File: src/rtl/ula_pkg.sv
// ula_pkg: opcodes, FSM states and flag bundle shared by the ula_seq slice
package ula_pkg;
  localparam logic [2:0] OP_ADD = 3'b000;
  localparam logic [2:0] OP_SUB = 3'b001;
  localparam logic [2:0] OP_AND = 3'b010;
  localparam logic [2:0] OP_OR  = 3'b011;
  localparam logic [2:0] OP_MUL = 3'b100;
  localparam logic [2:0] OP_XOR = 3'b101;
  localparam logic [2:0] OP_DIV = 3'b110;
  localparam logic [2:0] OP_RSV = 3'b111;
  typedef enum logic [1:0] {IDLE, ITER, FIN} state_t;
  typedef struct packed {
    logic zero;
    logic carry;
    logic ovf;
    logic neg;
    logic err;
  } flags_t;
endpackage

File: src/rtl/ula_seq_if.sv
// ula_seq_if: request/response bundle between the input layer and the ULA
interface ula_seq_if #(parameter int WIDTH = 4);
  logic start;
  logic [2:0] op;
  logic [WIDTH-1:0] a;
  logic [WIDTH-1:0] b;
  logic cin;
  logic acc_sel;
  logic busy;
  logic done;
  logic [2*WIDTH-1:0] result;
  logic flag_zero;
  logic flag_carry;
  logic flag_ovf;
  logic flag_neg;
  logic flag_err;
  modport master (
    output start, op, a, b, cin, acc_sel,
    input busy, done, result, flag_zero, flag_carry, flag_ovf, flag_neg, flag_err
  );
  modport slave (
    input start, op, a, b, cin, acc_sel,
    output busy, done, result, flag_zero, flag_carry, flag_ovf, flag_neg, flag_err
  );
endinterface

File: src/rtl/ula_seq_muldiv.sv
// ula_seq_muldiv: shift-add multiplier / restoring divider on one shared 2*WIDTH register
module ula_seq_muldiv #(parameter int WIDTH = 4) (
  input  logic clk,
  input  logic rst,
  input  logic load,
  input  logic mode,
  input  logic step,
  input  logic [WIDTH-1:0] a,
  input  logic [WIDTH-1:0] b,
  output logic done,
  output logic [2*WIDTH-1:0] result
);
  localparam int CW = $clog2(WIDTH + 1);
  logic [2*WIDTH-1:0] r;
  logic [WIDTH-1:0] m;
  logic [CW-1:0] cnt;
  logic [WIDTH:0] sum;
  logic [WIDTH:0] rs;
  logic [WIDTH-1:0] diff;
  logic ge;
  // result is the register value after the current step, so it is final when done is high
  always_comb begin
    sum = {1'b0, r[2*WIDTH-1:WIDTH]} + (r[0] ? {1'b0, m} : '0);
    rs = {r[2*WIDTH-1:WIDTH], r[WIDTH-1]};
    ge = rs >= {1'b0, m};
    diff = rs[WIDTH-1:0] - m;
    result = mode ? {ge ? diff : rs[WIDTH-1:0], r[WIDTH-2:0], ge} : {sum, r[WIDTH-1:1]};
  end
  assign done = step && cnt == CW'(1);
  always_ff @(posedge clk) begin
    if (rst) begin
      r <= '0;
      m <= '0;
      cnt <= '0;
    end else if (load) begin
      r <= {{WIDTH{1'b0}}, a};
      m <= b;
      cnt <= CW'(WIDTH);
    end else if (step) begin
      r <= result;
      cnt <= cnt - CW'(1);
    end
  end
endmodule

File: src/rtl/ula_seq.sv
// ula_seq: sequential ULA with 1-cycle add/sub/logic and WIDTH-cycle mul/div; ULA_ACC_EN adds an accumulator
module ula_seq import ula_pkg::*; #(parameter int WIDTH = 4) (
  input logic clk,
  input logic rst,
  ula_seq_if.slave bus
);
  state_t state, state_nxt;
  flags_t flg, flg_sc, flg_nxt;
  logic [2*WIDTH-1:0] res, res_sc, res_nxt, md_res;
  logic [WIDTH-1:0] a_eff;
  logic [WIDTH:0] add_r, sub_r;
  logic div_q, md_load, md_step, md_done, res_ld;
`ifdef ULA_ACC_EN
  logic [WIDTH-1:0] acc;
  assign a_eff = bus.acc_sel ? acc : bus.a;
  always_ff @(posedge clk) begin
    if (rst) acc <= '0;
    else if (state == FIN) acc <= res[WIDTH-1:0];
  end
`else
  logic unused_acc_sel;
  assign unused_acc_sel = bus.acc_sel;
  assign a_eff = bus.a;
`endif
  always_comb begin
    add_r = {1'b0, a_eff} + {1'b0, bus.b} + {{WIDTH{1'b0}}, bus.cin};
    sub_r = {1'b0, a_eff} - {1'b0, bus.b};
    res_sc = '0;
    flg_sc = '0;
    case (bus.op)
      OP_ADD: begin
        res_sc = {{(WIDTH-1){1'b0}}, add_r};
        flg_sc.carry = add_r[WIDTH];
        flg_sc.ovf = (a_eff[WIDTH-1] == bus.b[WIDTH-1]) && (add_r[WIDTH-1] != a_eff[WIDTH-1]);
      end
      OP_SUB: begin
        res_sc = {{WIDTH{1'b0}}, sub_r[WIDTH-1:0]};
        flg_sc.carry = ~sub_r[WIDTH];
        flg_sc.ovf = (a_eff[WIDTH-1] != bus.b[WIDTH-1]) && (sub_r[WIDTH-1] != a_eff[WIDTH-1]);
        flg_sc.neg = sub_r[WIDTH];
      end
      OP_AND: res_sc = {{WIDTH{1'b0}}, a_eff & bus.b};
      OP_OR:  res_sc = {{WIDTH{1'b0}}, a_eff | bus.b};
      OP_XOR: res_sc = {{WIDTH{1'b0}}, a_eff ^ bus.b};
      // only reached with b == 0; nonzero divisors take the iterative path
      OP_DIV: begin
        res_sc = {a_eff, {WIDTH{1'b1}}};
        flg_sc.err = 1'b1;
      end
      OP_RSV: flg_sc.err = 1'b1;
      default: ;
    endcase
  end
  always_comb begin
    state_nxt = state;
    md_load = 1'b0;
    md_step = 1'b0;
    res_ld = 1'b0;
    case (state)
      IDLE: if (bus.start) begin
        if (bus.op == OP_MUL || (bus.op == OP_DIV && bus.b != '0)) begin
          state_nxt = ITER;
          md_load = 1'b1;
        end else begin
          state_nxt = FIN;
          res_ld = 1'b1;
        end
      end
      ITER: begin
        md_step = 1'b1;
        if (md_done) begin
          state_nxt = FIN;
          res_ld = 1'b1;
        end
      end
      FIN: state_nxt = IDLE;
      default: state_nxt = IDLE;
    endcase
    res_nxt = state == ITER ? md_res : res_sc;
    flg_nxt = state == ITER ? '0 : flg_sc;
    flg_nxt.zero = res_nxt == '0;
  end
  always_ff @(posedge clk) begin
    if (rst) state <= IDLE;
    else state <= state_nxt;
  end
  always_ff @(posedge clk) begin
    if (rst) begin
      res <= '0;
      flg <= '0;
      div_q <= 1'b0;
    end else begin
      if (res_ld) begin
        res <= res_nxt;
        flg <= flg_nxt;
      end
      if (md_load) div_q <= bus.op == OP_DIV;
    end
  end
  ula_seq_muldiv #(.WIDTH(WIDTH)) u_muldiv (
    .clk(clk),
    .rst(rst),
    .load(md_load),
    .mode(div_q),
    .step(md_step),
    .a(a_eff),
    .b(bus.b),
    .done(md_done),
    .result(md_res)
  );
  assign bus.busy = state == ITER || (state == IDLE && bus.start);
  assign bus.done = state == FIN;
  assign bus.result = res;
  assign bus.flag_zero = flg.zero;
  assign bus.flag_carry = flg.carry;
  assign bus.flag_ovf = flg.ovf;
  assign bus.flag_neg = flg.neg;
  assign bus.flag_err = flg.err;
endmodule

File: src/flat_wrapper.sv
// flat-port wrapper written by rule: the top's interface ports become plain ports
module ula_seq_flat import ula_pkg::*;
#(parameter int WIDTH = 4)
  (clk, rst, bus_start, bus_op, bus_a, bus_b, bus_cin, bus_acc_sel, bus_busy, bus_done, bus_result, bus_flag_zero, bus_flag_carry, bus_flag_ovf, bus_flag_neg, bus_flag_err);
  ula_seq_if #(.WIDTH(WIDTH)) bus_i ();
  input logic clk;
  input logic rst;
  input wire logic [$bits(bus_i.start)-1:0] bus_start;
  input wire logic [$bits(bus_i.op)-1:0] bus_op;
  input wire logic [$bits(bus_i.a)-1:0] bus_a;
  input wire logic [$bits(bus_i.b)-1:0] bus_b;
  input wire logic [$bits(bus_i.cin)-1:0] bus_cin;
  input wire logic [$bits(bus_i.acc_sel)-1:0] bus_acc_sel;
  output wire logic [$bits(bus_i.busy)-1:0] bus_busy;
  output wire logic [$bits(bus_i.done)-1:0] bus_done;
  output wire logic [$bits(bus_i.result)-1:0] bus_result;
  output wire logic [$bits(bus_i.flag_zero)-1:0] bus_flag_zero;
  output wire logic [$bits(bus_i.flag_carry)-1:0] bus_flag_carry;
  output wire logic [$bits(bus_i.flag_ovf)-1:0] bus_flag_ovf;
  output wire logic [$bits(bus_i.flag_neg)-1:0] bus_flag_neg;
  output wire logic [$bits(bus_i.flag_err)-1:0] bus_flag_err;
  assign bus_i.start = bus_start;
  assign bus_i.op = bus_op;
  assign bus_i.a = bus_a;
  assign bus_i.b = bus_b;
  assign bus_i.cin = bus_cin;
  assign bus_i.acc_sel = bus_acc_sel;
  assign bus_busy = bus_i.busy;
  assign bus_done = bus_i.done;
  assign bus_result = bus_i.result;
  assign bus_flag_zero = bus_i.flag_zero;
  assign bus_flag_carry = bus_i.flag_carry;
  assign bus_flag_ovf = bus_i.flag_ovf;
  assign bus_flag_neg = bus_i.flag_neg;
  assign bus_flag_err = bus_i.flag_err;
  ula_seq #(.WIDTH(WIDTH)) u_core (.clk(clk), .rst(rst), .bus(bus_i));
endmodule
File: config.mk
export PLATFORM = sky130hd
export DESIGN_NAME = ula_seq_flat
export DESIGN_NICKNAME = d
export VERILOG_FILES = /design/src/rtl/ula_pkg.sv /design/src/rtl/ula_seq_if.sv /design/src/rtl/ula_seq_muldiv.sv /design/src/rtl/ula_seq.sv /design/src/flat_wrapper.sv
export SDC_FILE = /design/constraint.sdc
export NUM_CORES = 1
export LEC_CHECK = 0
export CAP_MARGIN = 40
export CELL_PAD_IN_SITES_DETAIL_PLACEMENT = 1
export CELL_PAD_IN_SITES_GLOBAL_PLACEMENT = 1
export CORE_AREA = 2 2 84 86
export DETAILED_ROUTE_END_ITERATION = 10
export DIE_AREA = 0 0 86 88
export PLACE_DENSITY = 0.72
export SETUP_SLACK_MARGIN = 0.2
export SKIP_CTS_REPAIR_TIMING = 1
export SLEW_MARGIN = 10
export SYNTH_ARGS = -nofsm -noshare
export SYNTH_HDL_FRONTEND = slang
export SYNTH_SLANG_ARGS = --single-unit
File: constraint.sdc
create_clock -name clk -period 1.9 [get_ports clk]
set_input_delay 0.285 -clock clk [delete_from_list [all_inputs] [get_ports clk]]
set_output_delay 0.285 -clock clk [all_outputs]
set_load 0.03 [all_outputs]
---- Word level (Yosys, flattened, before mapping) ----
Index checks and enable logic that the tools add are counted.
storage, ports and cells
  flip-flop bits (word level) ............. 31
  bits in latches ......................... 0
  RAM bits ................................ 0
  ROM bits ................................ 0
  input bits .............................. 16
  word-level logic and storage cells ...... 80
  memories ................................ 0
cells by class
  $add $sub $neg .......................... 6
  multiply operators ...................... 0
  div/mod/pow operators ................... 0
  magnitude comparators ................... 1
  equality and inequality tests ........... 16
  shift operators ......................... 0
  mux-type cells .......................... 25
  bitwise logic cells ..................... 4
  reductions and logical operators ........ 15
operators with widths
  kind                count
  $pmux 8 s6          1
  $mux 4              5
  $mux 8              2
  $eq 3x3->1 const B  4
  $add 4x4->5         2
  $mux 1              9
  $logic_not 8->1     1
  $pmux 2 s2          2
  $eq 3x1->1 const B  2
  $eq 3x2->1 const B  2
  $mux 2              3
  $mux 3              2
  $add 5x1->5         1
  $ge 5x4->1          1
  $logic_and 1x1->1   5
  $sub 4x4->5         1
  $and 4x4->4         1
  $or 4x4->4          1
  $reduce_bool 4->1   1
  $reduce_or 2->1     2
  $sub 4x4->4         1
  $xor 4x4->4         1
  $logic_not 3->1     1
  $ne 1x1->1          3
  other kinds (12)    13

---- Depth between registers and ports, before layout ----
  word-level depth ........................ 7
  mapped depth ............................ 10
  depth with buffers taken out ............ 10

---- Cells and area by module ----
Synthesis repeated with hierarchy kept, for this count alone.
second synthesis, totals
  cell total of the unflattened synthesis .. 311
  area total of the unflattened synthesis .. 2,578.7 µm²
by module, submodules not included
  module          instances  cells an instance  area each (µm²)  sequential area each (µm²)
  ula_seq         1          179                1,446.4          320.3
  ula_seq_muldiv  1          132                1,132.3          300.3

---- Worst setup path after synthesis ----
No wires, ideal clock.
  kind .................................... input port to flip-flop
  from .................................... input port bus_cin
  to ...................................... register u_core.flg, in the netlist u_core.bus.flag_zero
  library setup time ...................... 0.116 ns
  arrival ................................. 1.903 ns
  setup slack ............................. -0.119 ns
  stages on the path ...................... 8
  buffers on the path ..................... 0
  cell sequence ........................... fa_1 -> inv_1 -> fa_1 -> o311ai_0 -> nand3_1 -> o211ai_1 -> nor4_2 -> a41o_1
between the ends
  cells in the longest elaborated chain, start to end .. 4
ends and longest elaborated chain
  item                  RTL line            text
  start, declared       flat_wrapper.sv:12  input wire logic [$bits(bus_i.cin)-1:0] bus_cin;
  $add 5x1->5           ula_seq.sv:26       add_r = {1'b0, a_eff} + {1'b0, bus.b} + {{WIDTH{1'b0}}, bus.cin};
  $pmux 8 s6            ula_seq.sv:30       case (bus.op)
  $mux 8                ula_seq.sv:79       res_nxt = state == ITER ? md_res : res_sc;
  $logic_not 8->1       ula_seq.sv:81       flg_nxt.zero = res_nxt == '0;
  end signal, assigned  ula_seq.sv:95       flg <= flg_nxt;
  end, declared         ula_seq.sv:8        flags_t flg, flg_sc, flg_nxt;
Every way passes these cells.
A chain may end at the register's enable or synchronous reset.

---- Final worst setup path ----
  from .................................... register u_core.u_muldiv.r[3]
  to ...................................... register u_core.flg, in the netlist u_core.bus.flag_zero
between the ends
  cells in the longest elaborated chain, start to end .. 5
  elaborated cells between the ends (all ways) .. 6
  those cells by class .................... add/sub: 1; order compare: 1; mux: 3; reduce/logical: 1
ends and longest elaborated chain
  item                                              RTL line                                    text
  start, declared                                   ula_seq_muldiv.sv:14                        logic [2*WIDTH-1:0] r;
  start signal, assigned                            ula_seq_muldiv.sv:36                        r <= {{WIDTH{1'b0}}, a};
  start signal, assigned                            ula_seq_muldiv.sv:40                        r <= result;
  $sub 4x4->4 / $ge 5x4->1 (equally long branches)  ula_seq_muldiv.sv:26, ula_seq_muldiv.sv:25
  $mux 4                                            ula_seq_muldiv.sv:27                        result = mode ? {ge ? diff : rs[WIDTH-1:0], r[WIDTH-2:0], ge} : {sum, r[WIDTH-1:1]};
  $mux 8 *                                          ula_seq_muldiv.sv:27
  $mux 8 *                                          ula_seq.sv:79
  $logic_not 8->1 *                                 ula_seq.sv:81
Every way passes the cells marked *; elsewhere a longest branch is shown, timed or not.

==> results.toml <==
[timing]
final.min_clock_period_ps = 2150
rsz0062_at_grt = "yes"
fin_ws_ps = -251
holdWs_ps = 414
worstMarginPinSlew_ps = 523
fin_worst_skew_ps = 6.14
slew_headroom_pct = 64.8
fin_crit_sh_pct = 113
clock.fmax_ghz = 0.465
hold_viol = 0
setup_violations = 9
slew_viol_final = 0

[placement]
place_ws_ps = -752
portBuffers = 29
dp.cells = 471
gp_congestion = 0.805
dp_hpwl_mm = 6.24

[cells_and_area]
fill_cells = 798
multiInputGateArea_sq_um = 1990
drive_above_1_share_pct = 39.8
register_area_sq_um = 634
fin_nets = 450
antenna-diode-count = 0
synthToLayoutAreaGrowth_pct = 58.2
fin_cells = 487

[global_route]
grt-ovfl-total = 0
antenna_found_initial = 0
track_usage_pct = 21.4
grt_pass1_wl_mm = 12.7
grt_pass1_vias = 2595
grt_max_degree = 25

[worst_hold_path]
hp-class = "input pin to register"
min_path_cells = 4

[detailed_routing]
route.detailed.drc = 0
viasPerCell = 5.40
drtIter0Drc = 79
antenna_left = 0
vias = 2629
wl_per_cell_um = 17.6
dr.pass1.iters = 4
drt-total-wl_mm = 8.57

[die]
core_sq_um = 6640
die_w_um = 86
die_y_um = 88
fp-row-count = 30
die_area_sq_um = 7570
boundaryPins = 31
floorplan.initialDensity_pct = 36.4

[power]
clockPowerShare_pct = 30.3
intPower_mw = 1.43
seqPwrFrac_pct = 33.6
max-vdd-ir-drop_mv = 0.245
power.share.switching_pct = 32.2
pwr-share-comb_pct = 36.1
p_leak_nw = 1.63
p_switching_mw = 0.681
power.density_nw_per_um2 = 554

[critical_path]
slowest_stage = "dfxtp_2"
path_max_fanout = 3
crit_path_start_kind = "register"
cp_slowest_stage_delay_ps = 350
rr_worst_depth = 10
cp-end-kind = "register"
required_ps = 2090
path_cells = "inv_4 -> ha_4 -> nand2b_4 -> a21oi_4 -> a22oi_2 -> buf_6 -> mux2i_4 -> a31o_1 -> nor4_2 -> a41o_1"
critical_path_class = "register to register"
cp.arrival_ps = 2340

[synth]
ys_seq_area_share_pct = 25.7
yosys.area.top_type = "dfxtp_1"
synth_cells = 312
synth_area_sq_um = 2420
ys_seq_elements = 31
yosysWarnings = 0
ys_types = 54
syn-num-nets = 355
yosysMostFrequentCell = "nand2_1"
synth.avg_cell_area_sq_um = 7.74
async_reset_ff_share_pct = 0
yosys-top-cells-area = "dfxtp_1 (26%), ha_1 (11%), nand2_1 (7.1%), a21oi_1 (5.4%), nor2_1 (4.2%)"
synth-edff-count = 0
synth_top_cell_area_share_pct = 25.7
ys_dominant_reg_cell = "dfxtp_1"
synth_common_cells = "nand2_1 (46), dfxtp_1 (31), nor2_1 (27), a21oi_1 (26), inv_1 (25)"

[outcome]
outcome = "finished with violations"
violations = "negative setup slack"

[clocking]
cts_buffers = 5
clkLatencyLatePin_ps = 290
cts_buffer_depth = 2
clock-sinks = 31
clk_pin_slew_ps = 70
cts-htree-levels = 2
cts_tree = "yes"
root_buffer = "clkbuf_8"

[run]
cap_violations = 0
## layer usage
metal  GRT usage (%)  routed length (um)  part of all wire (%)
met5               0                   0                     0
met4            6.64                 169                   2.0
met3            3.30                 171                   2.0
met2            37.7                4580                    53
met1            27.0                3650                    43
## power by group through the flow
stage	logic [mW]	registers, mW	clock network, mW
finish	0.765	0.711	0.640
CTS	0.638	0.709	0.648
global route	0.833	0.716	0.673
global placement	0.616	0.723	0
detailed placement	0.635	0.724	0
floorplan	0.316	0.752	0
## sequential cells by signal (all words and copies together), names as in the netlist, 2 cells and up
register             flops
u_core.bus.result        8
u_core.u_muldiv.r        8
u_core.u_muldiv.m        4
u_core.u_muldiv.cnt      3
u_core.state             2
## cell type report
| cell class | count | area share (%) |
|---|---|---|
| inverters | 25 | 2.52 |
| clock inverters | 1 | 0.786 |
| repair buffers | 103 | 23.6 |
| clock buffers | 6 | 1.90 |
| well taps | 80 | 2.62 |
| flip-flops and latches | 31 | 16.6 |
| multi-input cells | 241 | 52.0 |
## worst max-delay path: cells and delay by family, from the launching register on
family          cells  cell delay [ps]
simple gates        2              180
flops               1              350
mux                 1              250
compound gates      4              790
buf+inv             2              220
fa+ha+maj           1              260
## worst paths after layout
path,from,endpoint,slack (ps)
max,u_core.u_muldiv.r[3]$_SDFFE_PP0P_,u_core.bus.flag_zero$_SDFFE_PP0P_,-250
min,bus_b[0],u_core.u_muldiv.m[0]$_SDFFE_PP0P_,410
max reg2reg,u_core.u_muldiv.r[3]$_SDFFE_PP0P_,u_core.bus.flag_zero$_SDFFE_PP0P_,-250
min reg2reg,u_core.bus.flag_neg$_SDFFE_PP0P_,u_core.bus.flag_neg$_SDFFE_PP0P_,460
## cell families (layout without fill, tap and decap cells)
group	Yosys count	count (layout)	synth area share, %
AND/OR/NAND/NOR	115	115	22.6
buffers and inverters	40	135	7.41
adder cells (fa/ha/maj)	27	27	15.5
AO/OA/AOI/OAI	83	83	22.5
XOR/XNOR	9	9	3.26
flip-flops	31	31	25.7
multiplexers	7	7	3.00
## layout by cell type, fill, tap and decap left out, types with 2 or more instances in the layout
master and instances:
nor3_1 4, o211ai_1 6, clkdlybuf4s50_1 16, dfxtp_2 5, clkbuf_8 5, nand2_1 43
inv_1 16, nand3_1 3, nor2b_1 3, nand2_2 3, ha_1 12, a31oi_1 4
buf_4 68, and2_1 3, dlymetal6s2s_1 9, nor4_2 2, xnor2_1 6, o21ai_0 7
a21oi_2 9, nor3_2 4, ha_4 9, inv_2 8, buf_6 7, dfxtp_1 24
o21ai_2 2, a311oi_1 2, nor2_1 27, a21oi_1 18, dfxtp_4 2, a21o_1 5
nand2b_1 5, fa_1 3, mux2i_1 3, fa_2 2, a211oi_1 4, a31oi_2 2
o21ai_1 4
## stage by stage
stage / TNS [ps] / area (sq um) / total power, mW / utilization [%]
after global routing: -1990 / 3820 / 2.22 / 57.5
after floorplan: -68.3 / 2450 / 1.07 / -
after global placement: -10130 / 3250 / 1.34 / 49.0
final: -991 / 3820 / 2.12 / 57.5
after detailed placement: -10880 / 3250 / 1.36 / 49.0
after CTS: -3730 / 3360 / 2.00 / 50.5
Note: power is estimated with default switching activity, not from simulation.
